===== config.mk =====
export PLATFORM = sky130hd
export DESIGN_NAME = fp16_mul_issue_ctrl
export DESIGN_NICKNAME = d
export VERILOG_FILES = /design/src/rtl/fp16_pkg.sv /design/src/rtl/fp16_result_fifo.sv /design/src/rtl/fp16_mul_issue_ctrl.sv
export SDC_FILE = /design/constraint.sdc
export NUM_CORES = 1
export LEC_CHECK = 0
export CORE_MARGIN = 3
export CORE_UTILIZATION = 45
export DETAILED_ROUTE_END_ITERATION = 10
export SYNTH_ARGS = -nofsm -noshare
export SYNTH_HDL_FRONTEND = slang
export SYNTH_HIERARCHICAL = 1
export SYNTH_SLANG_ARGS = --single-unit

===== constraint.sdc =====
create_clock -name clk -period 5 [get_ports clk]
set_input_delay 1.5 -clock clk [delete_from_list [all_inputs] [get_ports clk]]
set_output_delay 1.5 -clock clk [all_outputs]
set_load 0.1 [all_outputs]

===== src/rtl/fp16_pkg.sv =====
`default_nettype none
// =============================================================================
// Module : fp16_pkg
// Brief  : FP16 field layout, special encodings and multiplier pipeline depth.
// Rev    : 1.0  initial release
// =============================================================================
package fp16_pkg;

   localparam int         FP16_W       = 16;
   localparam int         EXP_W        = 5;
   localparam int         FRAC_W       = 10;
   localparam logic [4:0] EXP_MAX      = 5'h1f;
   localparam logic [15:0] FP16_QNAN    = 16'h7e00;
   localparam logic [15:0] FP16_POS_INF = 16'h7c00;
   localparam logic [15:0] FP16_ONE     = 16'h3c00;
   localparam int         FP16_MUL_LAT = 6;

   typedef struct packed {
      logic              sign;
      logic [EXP_W-1:0]  exp;
      logic [FRAC_W-1:0] frac;
   } fp16_t;

endpackage
`default_nettype wire


===== src/rtl/fp16_result_fifo.sv =====
`default_nettype none
// =============================================================================
// Module : fp16_result_fifo
// Brief  : Synchronous FIFO with show-ahead head and extra-MSB full/empty.
// Rev    : 1.0  initial release
// =============================================================================
module fp16_result_fifo #(
   parameter int DEPTH = 16,
   parameter int W     = 16
) (
   input  logic                     clk,
   input  logic                     rst_n,
   input  logic                     i_wr_en,
   input  logic [W-1:0]             i_wr_data,
   input  logic                     i_rd_en,
   output logic [W-1:0]             o_rd_data,
   output logic [$clog2(DEPTH):0]   o_count,
   output logic                     o_empty,
   output logic                     o_full
);

   localparam int c_aw = $clog2(DEPTH);

   logic [W-1:0]  r_mem [DEPTH];
   logic [c_aw:0] r_wr_ptr;
   logic [c_aw:0] r_rd_ptr;
   logic          w_do_wr;
   logic          w_do_rd;

   assign w_do_wr = i_wr_en && !o_full;
   assign w_do_rd = i_rd_en && !o_empty;

   // Storage needs no reset: an entry is only ever read after being written.
   always_ff @(posedge clk) begin
      if (w_do_wr) begin
         r_mem[r_wr_ptr[c_aw-1:0]] <= i_wr_data;
      end
   end

   always_ff @(posedge clk or negedge rst_n) begin
      if (!rst_n) begin
         r_wr_ptr <= '0;
         r_rd_ptr <= '0;
      end else begin
         if (w_do_wr) r_wr_ptr <= r_wr_ptr + 1'b1;
         if (w_do_rd) r_rd_ptr <= r_rd_ptr + 1'b1;
      end
   end

   assign o_rd_data = r_mem[r_rd_ptr[c_aw-1:0]];
   assign o_count   = r_wr_ptr - r_rd_ptr;
   assign o_empty   = (r_wr_ptr == r_rd_ptr);
   assign o_full    = (r_wr_ptr[c_aw] != r_rd_ptr[c_aw]) &&
                      (r_wr_ptr[c_aw-1:0] == r_rd_ptr[c_aw-1:0]);

endmodule
`default_nettype wire


===== src/rtl/fp16_mul_issue_ctrl.sv =====
`default_nettype none
// =============================================================================
// Module : fp16_mul_issue_ctrl
// Brief  : Credit-based issue/collect wrapper around a fixed-latency FP16 mult.
// Rev    : 1.0  initial release
// =============================================================================
module fp16_mul_issue_ctrl
   import fp16_pkg::*;
#(
   parameter int MUL_LAT    = FP16_MUL_LAT,
   parameter int FIFO_DEPTH = 16,
   parameter int CNT_W      = 5
) (
   input  logic              clk,
   input  logic              rst_n,
   input  logic              s_valid,
   output logic              s_ready,
   input  logic [FP16_W-1:0] s_a,
   input  logic [FP16_W-1:0] s_b,
   output logic [FP16_W-1:0] mul_a,
   output logic [FP16_W-1:0] mul_b,
   input  logic [FP16_W-1:0] mul_out,
   output logic              m_valid,
   input  logic              m_ready,
   output logic [FP16_W-1:0] m_data,
   output logic              m_nan,
   output logic              m_inf,
   output logic              m_zero,
   output logic              busy
);

   logic [MUL_LAT:0] r_vld_sr;
   logic [CNT_W-1:0] r_inflight;
   logic [CNT_W-1:0] w_fifo_count;
   logic [CNT_W:0]   w_credit_sum;
   logic             w_fifo_empty;
   logic             w_fifo_full;
   logic             w_accept;
   logic             w_wr;
   logic             w_pop;
   fp16_t            w_head;

   // Every accepted pair reserves a FIFO slot up front, so the multiplier
   // output can never be dropped even with m_ready held low.
   assign w_credit_sum = {1'b0, r_inflight} + {1'b0, w_fifo_count};
   assign s_ready      = (w_credit_sum < (CNT_W+1)'(FIFO_DEPTH));

   assign w_accept = s_valid && s_ready;
   assign w_wr     = r_vld_sr[MUL_LAT];
   assign w_pop    = m_valid && m_ready;

   always_ff @(posedge clk or negedge rst_n) begin
      if (!rst_n) begin
         mul_a      <= '0;
         mul_b      <= '0;
         r_vld_sr   <= '0;
         r_inflight <= '0;
      end else begin
         r_vld_sr <= {r_vld_sr[MUL_LAT-1:0], w_accept};
         if (w_accept) begin
            mul_a <= s_a;
            mul_b <= s_b;
         end
         if (w_accept && !w_wr) begin
            r_inflight <= r_inflight + CNT_W'(1);
         end else if (!w_accept && w_wr) begin
            r_inflight <= r_inflight - CNT_W'(1);
         end
      end
   end

   fp16_result_fifo #(
      .DEPTH (FIFO_DEPTH),
      .W     (FP16_W)
   ) u_result_fifo (
      .clk       (clk),
      .rst_n     (rst_n),
      .i_wr_en   (w_wr),
      .i_wr_data (mul_out),
      .i_rd_en   (w_pop),
      .o_rd_data (w_head),
      .o_count   (w_fifo_count),
      .o_empty   (w_fifo_empty),
      .o_full    (w_fifo_full)
   );

   assign m_valid = !w_fifo_empty;
   assign m_data  = w_head;
   assign m_nan   = (w_head.exp == EXP_MAX) && (w_head.frac != '0);
   assign m_inf   = (w_head.exp == EXP_MAX) && (w_head.frac == '0);
   assign m_zero  = (w_head.exp == '0) && (w_head.frac == '0);
   assign busy    = (r_inflight != '0) || !w_fifo_empty;

   a_no_full_write: assert property (@(posedge clk) disable iff (!rst_n)
      !(w_wr && w_fifo_full));

endmodule
`default_nettype wire


==> results.md, run 1 <==
* Status: finished, final reports clean
* Drt total wl at 27620 um
* # DRC at 0
* Initial antenna violation count at 0
* Hold wc startpoint: r_vld_sr[4]$_DFF_PN0_
* CP Capture Type: primary output
* Yosys Warn Count at 6
* DRT iter0 DRCs at 514
* Die area at 30500 um2
* # diodes at 0
* Vias/cell at 5.428
* Die width at 174.7 um
* CTS sink count at 310
* # Max-Cap Violations at 0
* CTS tree: yes
* Worst hold slack at 0.3476 ns
* Clk_lat worst skew at 0.54 ns
* Clock buffer depth at 3
* R2R cell count at 16
* Final Skew at 0.008186 ns
* Area delta synth->final at 22.96%
* Worst R2R End: r_inflight[4]$_DFFE_PN0P_
* Met1 usage at 25.90%
* Grt ovf at 0
* Mapped Cells at 682
* CTS buffer count at 31
* Avg Cell Area, Syn at 18.77 um2
* Std-Cell Rows at 61
* Height of the chip at 174.7 um
* Fmax achieved at 206.3 MHz
* Fin area at 15740 um2
* GRT Overall Usage at 18.11%
* Headroom to the max-slew limit at 33.17%
* Post-layout min period at 4.847 ns
* Syn nets at 753
* Worst Path Required at 3.50 ns
* Post-route ant nets at 0
* RSZ-0062 raised after global routing: false
* Tcrit/Tclk final at 96.95%
* Post-CTS Hold Buffers at 0
* Hold depth at 0
* GR Util met2 at 29.54%
* Final Core Density at 56.34%
* Total number of vias at 6687
* Top Ports at 106
* Initial Utilization at 45.82%
* DRT Pass-1 Iters at 6
* Routability cong. at 0.7733
* Busiest layer in global routing: met2
* Fin cells at 1232
* Post-DR wirelength/cell at 22.42 um
* Dpl cell area at 14560 um2
* Hold Path Sink: r_vld_sr[5]$_DFF_PN0_
* Root buffer cell: clkbuf_16
* FF-to-FF setup slack at 0.84 ns
* Met3 usage in global routing at 2.977%
* Final hold violations at 0
* First-pass GRT wire length at 42400 um
* Vias in the first global route at 7110
* Worst Tran Pin Value at 1.001 ns
* Core area at 27930 um2
* Post-Syn Area at 12800 um2
* Critical Path AT at 3.35 ns
* Clock Pin Slew Worst Setup and Hold Paths at 0.06 ns
* CP Launch Type: register
* Layout cell share with drive strength beyond 1 at 26.00%
* Largest net degree at the start of global routing at 45
* H-tree Lvls at 1
* CP max FO at 18
* Port Buf Inserts at 105
* Slew Limit Fails at 0
* Final setup viols at 0
* Setup CP Type: register to primary output
* Post-DP HPWL at 17620 um
* Worst r2r src: u_result_fifo/r_rd_ptr[0]$_DFFE_PN0P_
* HP Class: register to register
* Fin nets at 901
* Placed Cells at 1163
## state kept, by name, indices dropped and copies added, names as in the netlist
signal	cells
u_result_fifo/r_wr_ptr	5
r_inflight	5
r_vld_sr	7
u_result_fifo/r_rd_ptr	5
mul_a	16
mul_b	16
u_result_fifo/r_mem	256
## per-stage QoR
| step | setup slack, ns | setup TNS (ns) |
|---|---|---|
| 2_1_floorplan | -0.3231 | -0.3231 |
| 3_3_place_gp | 0.4432 | 0 |
| 3_5_place_dp | 0.4012 | 0 |
| 4_1_cts | 0.009898 | 0 |
| 5_1_grt | 0.01223 | 0 |
| 6_report | 0.1525 | 0 |
## routing by layer
layer | part of all wire [%] | vias up | wire length [um]
met5 | 0 | - | 0
li1 | - | 3017 | -
met4 | 1.9 | 0 | 520
met3 | 6.2 | 38 | 1718
met1 | 44 | 3424 | 12050
met2 | 48 | 208 | 13330
## worst max path at each step
stage                                               start     end  slack, ns  cells past startpoint
CTS                 u_result_fifo/r_rd_ptr[0]$_DFFE_PN0P_  m_zero       0.01                      7
finish              u_result_fifo/r_rd_ptr[0]$_DFFE_PN0P_  m_zero       0.15                      9
floorplan           u_result_fifo/r_rd_ptr[0]$_DFFE_PN0P_  m_zero      -0.32                      7
detailed placement  u_result_fifo/r_rd_ptr[0]$_DFFE_PN0P_  m_zero       0.40                      8
global route        u_result_fifo/r_rd_ptr[0]$_DFFE_PN0P_  m_zero       0.01                     11
global placement    u_result_fifo/r_rd_ptr[0]$_DFFE_PN0P_  m_zero       0.44                      8
## repair_timing
item / in CTS / in global routing
gates resized for setup: 2 / 4
cloned: 0 / 1
setup buffers: 1 / 10
hold endpoints to repair: 0 / 0
endpoints found under the setup margin: 3 / 4
pin swaps: 1 / 0
## critical path, cell delays in order (launching register included)
cell and delay (ns):
dfrtp_4 0.56, buf_6 0.28, mux4_2 0.54, a22oi_1 0.21
nand2_1 0.14, nor4_2 0.35, nand3_1 0.11, buf_4 0.17
nor3_2 0.23, buf_12 0.21
## cell type report
class                      count  area [um2]
inverter                      16       60.06
sequential                   310        9042
clock inverter                20       245.2
timing repair buffer         150        1662
clock buffer                  37       798.3
tap                          378       473.0
multi-input combinational    321        3458
fill                        2220       12200
## cells in the final DEF, fill, tap and decap left out, drive strengths merged, types with 3 or more instances in the layout
| master | instances |
|---|---|
| a21o | 4 |
| a21oi | 3 |
| a221oi | 32 |
| a22oi | 16 |
| and2 | 3 |
| buf | 67 |
| bufinv | 6 |
| clkbuf | 38 |
| clkdlybuf4s50 | 82 |
| clkinv | 12 |
| dfrtp | 54 |
| edfxtp | 256 |
| ha | 17 |
| inv | 16 |
| mux2 | 32 |
| mux2i | 64 |
| mux4 | 32 |
| nand2 | 27 |
| nand3 | 6 |
| nand4 | 4 |
| nor2 | 13 |
| nor2b | 4 |
| nor3 | 6 |
| nor4 | 4 |
| o21ai | 22 |
| xnor2 | 11 |
| xor2 | 4 |
Power of run 1 is not shown: default switching activity piles up to over one toggle a cycle in this logic, so the estimate is an artifact.
==> inputs of run 2 (changes only) <==
==> constraint.sdc (replaced) <==
create_clock -name clk -period 5.1 [get_ports clk]
set_input_delay 1.53 -clock clk [delete_from_list [all_inputs] [get_ports clk]]
set_output_delay 1.53 -clock clk [all_outputs]
set_load 0.1 [all_outputs]
==> results.md, run 2 (same netlist as run 1, synthesis figures left out) <==
* Die area at 30500 um2 (unchanged)
* Met3 usage in global routing at 3.129% (was 2.977%)
* Std-Cell Rows at 61 (unchanged)
* Core area at 27930 um2 (unchanged)
* Area delta synth->final at 23.58% (was 22.96%)
* Busiest layer in global routing: met2 (unchanged)
* Worst-path cell chain: buf_12, buf_12, mux4_2, a22oi_1, nand2_1, nor2_2, nand3_1, buf_4, nor3_2, buf_12 (was buf_6, mux4_2, a22oi_1, nand2_1, nor4_2, nand3_1, buf_4, nor3_2, buf_12)
* Drt total wl at 28430 um (was 27620 um)
* CP Launch Type: register (unchanged)
* Root buffer cell: clkbuf_16 (unchanged)
* GRT Overall Usage at 18.63% (was 18.11%)
* Clk_lat worst skew at 0.54 ns (about the same)
* Post-DP HPWL at 17540 um (was 17620 um)
* Setup CP Type: register to primary output (unchanged)
* Fmax achieved at 202.6 MHz
* CTS sink count at 310 (unchanged)
* CP max stage cell: mux4_2 (was dfrtp_4)
* CP Capture Type: primary output (unchanged)
* Vias in the first global route at 7086 (was 7110)
* Vias/cell at 5.495 (was 5.428)
* Worst Path Required at 3.57 ns (was 3.50 ns)
* Worst path most repeated cell: buf_12
* # DRC at 0 (unchanged)
* Final setup viols at 0 (unchanged)
* # fillers at 2151 (was 2220)
* Initial antenna violation count at 0 (unchanged)
* Worst Tran Pin Value at 0.9913 ns (was 1.001 ns)
* Status: finished, final reports clean (unchanged)
* HP Class: register to register (unchanged)
* Final Skew at 0.008423 ns (was 0.008186 ns)
* Fin area at 15820 um2 (was 15740 um2)
* Final hold violations at 0 (unchanged)
* Top Ports at 106 (unchanged)
* Headroom to the max-slew limit at 33.70% (was 33.17%)
* Most frequent cells in the layout: edfxtp_1, clkdlybuf4s50_1, mux2i_1 (unchanged)
* CP max FO at 45 (was 18)
* Max reg flops at 256 (unchanged)
* Fin nets at 891 (was 901)
* H-tree Lvls at 1 (unchanged)
* Worst path max stage delay at 0.58 ns (was 0.56 ns)
* First-pass GRT wire length at 43070 um (was 42400 um)
* Critical Path AT at 3.41 ns (was 3.35 ns)
* Port Buf Inserts at 105 (unchanged)
* # Max-Cap Violations at 0 (unchanged)
* Met1 usage at 25.83% (was 25.90%)
* Post-layout min period at 4.937 ns
* # diodes at 0 (unchanged)
* Largest net degree at the start of global routing at 46 (was 45)
* Height of the chip at 174.7 um (unchanged)
* Tcrit/Tclk final at 96.80%
* CTS tree: yes (unchanged)
* Most common cell after layout, fill and taps aside: edfxtp_1 (unchanged)
* Total number of vias at 6715 (was 6687)
* Final Core Density at 56.62% (was 56.34%)
* CTS buffer count at 31 (unchanged)
* DRT iter0 DRCs at 523 (was 514)
* DRT Pass-1 Iters at 5 (was 6)
* Routability cong. at 0.7833 (was 0.7733)
* RSZ-0062 raised after global routing: false (unchanged)
* GR Util met2 at 31.09% (was 29.54%)
* Die width at 174.7 um (unchanged)
* Layout cell share with drive strength beyond 1 at 26.18% (was 26.00%)
* Clock buffer depth at 3 (unchanged)
* Post-route ant nets at 0 (unchanged)
* Dpl cell area at 14550 um2 (was 14560 um2)
* Grt ovf at 0 (unchanged)
* Clock Pin Slew Worst Setup and Hold Paths at 0.06 ns (about the same)
* Slew Limit Fails at 0 (unchanged)
* Initial Utilization at 45.82% (unchanged)
* Post-DR wirelength/cell at 23.27 um (was 22.42 um)
## run 2: final timing paths
path                                                       start  cells after the start                                     to  slack (ns)
setup / recovery           u_result_fifo/r_rd_ptr[0]$_DFFE_PN0P_                     10                                 m_zero        0.16
hold reg to reg                            r_vld_sr[2]$_DFF_PN0_                      0                  r_vld_sr[3]$_DFF_PN0_        0.35
min in group asynchronous                                  rst_n                      1                  mul_b[15]$_DFFE_PN0P_        1.09
max in group asynchronous                                  rst_n                      2  u_result_fifo/r_rd_ptr[0]$_DFFE_PN0P_        3.25
setup reg to reg           u_result_fifo/r_rd_ptr[1]$_DFFE_PN0P_                     17              r_inflight[4]$_DFFE_PN0P_        0.96
hold / removal                             r_vld_sr[2]$_DFF_PN0_                      0                  r_vld_sr[3]$_DFF_PN0_        0.35
## run 2: final cells by class
class                      count  area, um2  area share [%]
timing repair buffer         140       1599           10.11
inverter                      16      60.06          0.3797
sequential                   310       9042           57.17
multi-input combinational    321       3475           21.97
tap                          378      473.0           2.990
clock inverter                19      326.6           2.065
clock buffer                  38      842.1           5.324
## run 2: worst max-delay path: cells and delay by family, from the launching register on
family	cells	cell delay [ns]
AO/OA/AOI/OAI	1	0.18
buffers and inverters	4	0.80
flip-flops	1	0.50
AND/OR/NAND/NOR	4	0.76
multiplexers	1	0.58
## run 2: per-stage QoR
stage | setup TNS [ns] | setup slack (ns) | hold WS, ns | cells
6_report | 0 | 0.1634 | 0.3532 | 1222
2_1_floorplan | -0.2531 | -0.2531 | 0.3312 | 682
3_5_place_dp | 0 | 0.3260 | 0.3451 | 1159
4_1_cts | 0 | 0.03479 | 0.3556 | 1222
5_1_grt | 0 | 0.009903 | 0.3660 | 1222
3_3_place_gp | 0 | 0.4051 | 0.3410 | 1159
## run 2: timing repair
action / in CTS / in global routing
cloned: 0 / 0
resized for setup: 0 / 7
hold endpoints to repair: 0 / 0
pin swaps: 1 / 0
hold buffers: 0 / 0
setup buffers: 6 / 0
setup endpoints to repair: 3 / 4
## run 2: layer usage
metal  routed length (um)  vias up
li1                     -     2988
met2                13920      227
met1                12170     3456
met5                    0        -
met3                 1706       44
met4                  641        0
Power of run 2 is left out for the same reason.
==> inputs of run 3 (changes only) <==
--- a/config.mk
+++ b/config.mk
@@ -8,6 +8,8 @@
 export CORE_MARGIN = 3
 export CORE_UTILIZATION = 45
 export DETAILED_ROUTE_END_ITERATION = 10
+export SKIP_LAST_GASP = 1
+export SLEW_MARGIN = 25
 export SYNTH_ARGS = -nofsm -noshare
 export SYNTH_HDL_FRONTEND = slang
 export SYNTH_HIERARCHICAL = 1
==> results.md, run 3 (same netlist as run 1, synthesis figures left out) <==
* Status: finished, final reports clean (unchanged)
* Worst Tran Pin Value at 0.9913 ns (unchanged)
* Top Ports at 106 (unchanged)
* Top layer in use: met4 (unchanged)
* Total number of vias at 6662 (was 6715)
* Fmax achieved at 200.7 MHz (was 202.6 MHz)
* Area delta synth->final at 23.38% (was 23.58%)
* M1 WL at 11740 um (was 12170 um)
* Core area at 27930 um2 (unchanged)
* CTS buffer count at 31 (unchanged)
* Final Skew at 0.008454 ns (was 0.008423 ns)
* Height of the chip at 174.7 um (unchanged)
* CTS sink count at 310 (unchanged)
* RSZ-0062 raised after global routing: true (was false)
* Post-layout min period at 4.982 ns (was 4.937 ns)
* Worst Path Required at 3.57 ns (about the same)
* Final setup viols at 0 (unchanged)
* Met2 wire length at 13950 um (was 13920 um)
* Most common cell after layout, fill and taps aside: edfxtp_1 (unchanged)
* Tcrit/Tclk final at 97.68% (was 96.80%)
* DRT iter0 DRCs at 571 (was 523)
* # fillers at 2157 (was 2151)
* Clock buffer depth at 3 (unchanged)
* Slew Limit Fails at 0 (unchanged)
* Layout cell share with drive strength beyond 1 at 25.95% (was 26.18%)
* CTS tree: yes (unchanged)
* Initial antenna violation count at 0 (unchanged)
* Die area at 30500 um2 (unchanged)
* Metal3 WL at 2070 um (was 1706 um)
* Vias in the first global route at 7086 (unchanged)
* Routability cong. at 0.7833 (unchanged)
* Post-route ant nets at 0 (unchanged)
* Max reg flops at 256 (unchanged)
* CP Launch Type: register (unchanged)
* # Max-Cap Violations at 0 (unchanged)
* GRT Overall Usage at 18.63% (unchanged)
* Setup CP Type: register to primary output (unchanged)
* Vias/cell at 5.452 (was 5.495)
* # DRC at 0 (unchanged)
* Setup TNS at 0 ns (unchanged)
* Post-DP HPWL at 17540 um (unchanged)
* CP Capture Type: primary output (unchanged)
* HP Class: register to register (unchanged)
* # diodes at 0 (unchanged)
* Critical Path AT at 3.45 ns (was 3.41 ns)
* CP max FO at 45 (unchanged)
* Drt total wl at 28330 um (was 28430 um)
* Final hold violations at 0 (unchanged)
* Die width at 174.7 um (unchanged)
* Port Buf Inserts at 105 (unchanged)
* Post-DR wirelength/cell at 23.19 um (was 23.27 um)
* Std-Cell Rows at 61 (unchanged)
* Fin nets at 891 (unchanged)
* H-tree Lvls at 1 (unchanged)
* Most frequent cells in the layout: edfxtp_1, clkdlybuf4s50_1, mux2i_1 (unchanged)
* Clk_lat worst skew at 0.54 ns (about the same)
* Root buffer cell: clkbuf_16 (unchanged)
* DRT Pass-1 Iters at 4 (was 5)
* First-pass GRT wire length at 43070 um (unchanged)
* Initial Utilization at 45.82% (unchanged)
* Largest net degree at the start of global routing at 46 (unchanged)
* Clock Pin Slew Worst Setup and Hold Paths at 0.06 ns (about the same)
* Headroom to the max-slew limit at 33.70% (unchanged)
* Grt ovf at 0 (unchanged)
[run 3: per-layer routing]
| metal | vias up | global-route usage, % |
|---|---|---|
| met4 | 0 | 4.588 |
| met2 | 241 | 31.09 |
| li1 | 2986 | - |
| met1 | 3393 | 25.83 |
| met3 | 42 | 3.129 |
| met5 | - | 0 |
[run 3: worst max-delay path, stage by stage, from the launching register on]
cell and delay, ns:
dfrtp_4 0.49, buf_12 0.12, buf_12 0.27, mux4_2 0.57, a22oi_1 0.22, nand2_1 0.16
nor2_1 0.30, nand3_1 0.12, buf_4 0.18, nor3_2 0.24, buf_12 0.21
[run 3: final timing paths]
path                                                        from                               endpoint  slack, ns  depth (start not counted)
min in group asynchronous                                  rst_n                  mul_b[15]$_DFFE_PN0P_       1.09                          1
setup / recovery           u_result_fifo/r_rd_ptr[0]$_DFFE_PN0P_                                 m_zero       0.12                         10
setup reg to reg           u_result_fifo/r_rd_ptr[1]$_DFFE_PN0P_              r_inflight[4]$_DFFE_PN0P_       0.97                         17
max in group asynchronous                                  rst_n  u_result_fifo/r_rd_ptr[0]$_DFFE_PN0P_       3.25                          2
hold reg to reg                            r_vld_sr[2]$_DFF_PN0_                  r_vld_sr[3]$_DFF_PN0_       0.35                          0
hold / removal                             r_vld_sr[2]$_DFF_PN0_                  r_vld_sr[3]$_DFF_PN0_       0.35                          0
[run 3: timing repair]
action / in CTS / in global routing
endpoints found under the setup margin: 3 / 4
cloned: 0 / 0
hold buffers: 0 / 0
setup buffers: 6 / 0
resized for setup: 0 / 3
endpoints found under the hold margin: 0 / 0
pin swaps: 1 / 0
[run 3: area by class of cell]
class / instances / area [um2] / share of cell area, %
flip-flops and latches: 310 / 9042 / 57.26
clock inverters: 19 / 326.6 / 2.068
inverters: 16 / 60.06 / 0.3803
repair buffers: 140 / 1592 / 10.08
well taps: 378 / 473.0 / 2.995
clock buffers: 38 / 842.1 / 5.332
multi-input cells: 321 / 3457 / 21.89
[run 3: per-stage QoR]
| stage | hold WS [ns] | cells | utilization (%) | cell area [um2] | setup WS, ns |
|---|---|---|---|---|---|
| 3_3_place_gp | 0.3410 | 1159 | 52.10 | 14550 | 0.4051 |
| 3_5_place_dp | 0.3451 | 1159 | 52.10 | 14550 | 0.3260 |
| 6_report | 0.3532 | 1222 | 56.54 | 15790 | 0.1182 |
| 2_1_floorplan | 0.3312 | 682 | - | 12810 | -0.2531 |
| 4_1_cts | 0.3556 | 1222 | 56.49 | 15780 | 0.03479 |
| 5_1_grt | 0.3660 | 1222 | 56.54 | 15790 | -0.05470 |
Power of run 3 is left out for the same reason.
==> RTL edit, RTL diff (config.mk and constraints of run 2) <==
Reset style: synchronous (`rst_n`), changed in 2 clocked blocks.
--- a/src/rtl/fp16_result_fifo.sv
+++ b/src/rtl/fp16_result_fifo.sv
@@ -38,5 +38,5 @@
    end
 
-   always_ff @(posedge clk or negedge rst_n) begin
+   always_ff @(posedge clk) begin
       if (!rst_n) begin
          r_wr_ptr <= '0;
--- a/src/rtl/fp16_mul_issue_ctrl.sv
+++ b/src/rtl/fp16_mul_issue_ctrl.sv
@@ -50,5 +50,5 @@
    assign w_pop    = m_valid && m_ready;
 
-   always_ff @(posedge clk or negedge rst_n) begin
+   always_ff @(posedge clk) begin
       if (!rst_n) begin
          mul_a      <= '0;
Check against the original RTL: differs if rst_n is asserted again (counterexample within 4 cycles, from zero or initial values and one cycle with rst_n low); with rst_n held inactive, the same outputs for 10 cycles.
==> RTL edit against run 2 <==
Synthesized cell count rose by 5.1%; final area fell by 4.5%; final cell count rose by 2.0%; worst setup slack improved by 0.093 ns; wire length fell by 4.3%; count of clock-buffer cells in the layout rose by 4; first-iteration DRC count fell by 13%; sequential cell count rose by 4; area after synthesis fell by 2.6%; critical path depth fell by 3; critical path type unchanged.
==> RTL edit: results (changes against run 2) <==
status completed; Inserted Diodes 0 (unchanged); Worst path max stage delay 0.71 ns (+0.13 ns); first-pass GRT wire length 41.3 mm (-4.1%); vias in the first global route 6,922 (-2.3%); R2R depth 18 (+1); YS warnings 6 (unchanged); routed vias 6,713 (-0.030%); Hold WS 0.438 ns (+0.0849 ns); layout filler cell count 2,106 (-2.1%); Final #Nets 922 (+3.5%); post-DP HPWL 16.1 mm (-8.2%); Largest register FFs 256 (unchanged); routed len/inst 21.8 um (-6.2%); clock-pin slew on the worst setup and hold paths 0.06 ns (about the same); worst hold path endpoint r_vld_sr[5]; later-pin clock latency in the skew report 0.50 ns (-0.04 ns); Final GP Congestion 0.769 (-1.9%); reg2reg start u_result_fifo/r_wr_ptr[0]; Hold Crit Class reg -> reg; max_slew headroom 32.8% (-0.92 points); Max rail drop VDD 0.480 mV; CP arrival 3.31 ns (-0.10 ns); Post-Syn Nets 788 (+4.6%); ratio of cells with drive above 1 in the final layout 20.8% (-5.4 points); DRT iter0 DRCs 453 (-13%); Hold Startpoint r_vld_sr[4]; Slowest-stage cell, CP dfxtp_2; pin count of the biggest net entering global routing 79 (+72%); Setup Skew 0.0203 ns (+0.0119 ns); Clock Path Buffers 3 (unchanged); Root Buffer clkbuf_16; r2r endpoint r_inflight[3]; GRT Util Overall 18.6% (-0.056 points); number of CTS-inserted buffers 34 (+9.7%); CTS tree done; hold depth 1 (+1); register-to-register setup slack 1.32 ns (+0.36 ns); H-Tree Depth 2 (+1); Crit Path Max Fanout 24 (-47%)
RTL edit: through the flow:
step | instance area (um2) | setup TNS (ns) | setup WS [ns] | instances
detailed placement | 14000 | 0 | 0.592 | 1186
global placement | 14000 | 0 | 0.614 | 1186
floorplan | 12500 | -0.260 | -0.260 | 717
CTS | 15100 | 0 | 0.0623 | 1246
global route | 15100 | 0 | 0.0335 | 1247
finish | 15100 | 0 | 0.256 | 1247
RTL edit: timing repair:
action	CTS	global route
setup endpoints to repair	0	1
buffers inserted	0	1
gates resized for setup	0	1
RTL edit: where the power goes:
part           internal [mW]  total (mW)  switching, mW
clock network           1.41        2.36          0.949
logic                  0.230       0.788          0.558
registers               2.83        2.87         0.0433
RTL edit: routing by layer:
layer	track usage, %	vias up	routed length (um)
met1	24.5	3426	11000
met4	3.82	0	396
met2	32.0	209	14000
met3	4.21	36	1900
met5	0	-	0
li1	-	3042	-
RTL edit: worst max-delay path by stage:
stage	from	end	cells after the start
6_report	flip-flop	m_zero	7
2_1_floorplan	flip-flop	m_zero	7
5_1_grt	flip-flop	m_zero	7
3_5_place_dp	flip-flop	m_zero	7
3_3_place_gp	flip-flop	m_zero	7
4_1_cts	flip-flop	m_zero	7
RTL edit: worst max-delay path: cells and delay by family (launching register included):
family,cells,cell delay [ns]
AOI/OAI and AO/OA,1,0.22
DFF,1,0.71
and+or+nand+nor,3,0.86
buffers and inverters,2,0.66
muxes,1,0.37
RTL edit: area by class of cell:
type                    count  share of cell area, %
inverters                  14                  0.348
well taps                 372                   3.08
clock buffers              42                   5.97
clock inverters            18                   1.16
repair buffers            135                   8.55
flip-flops and latches    314                   58.6
multi-input cells         352                   22.3
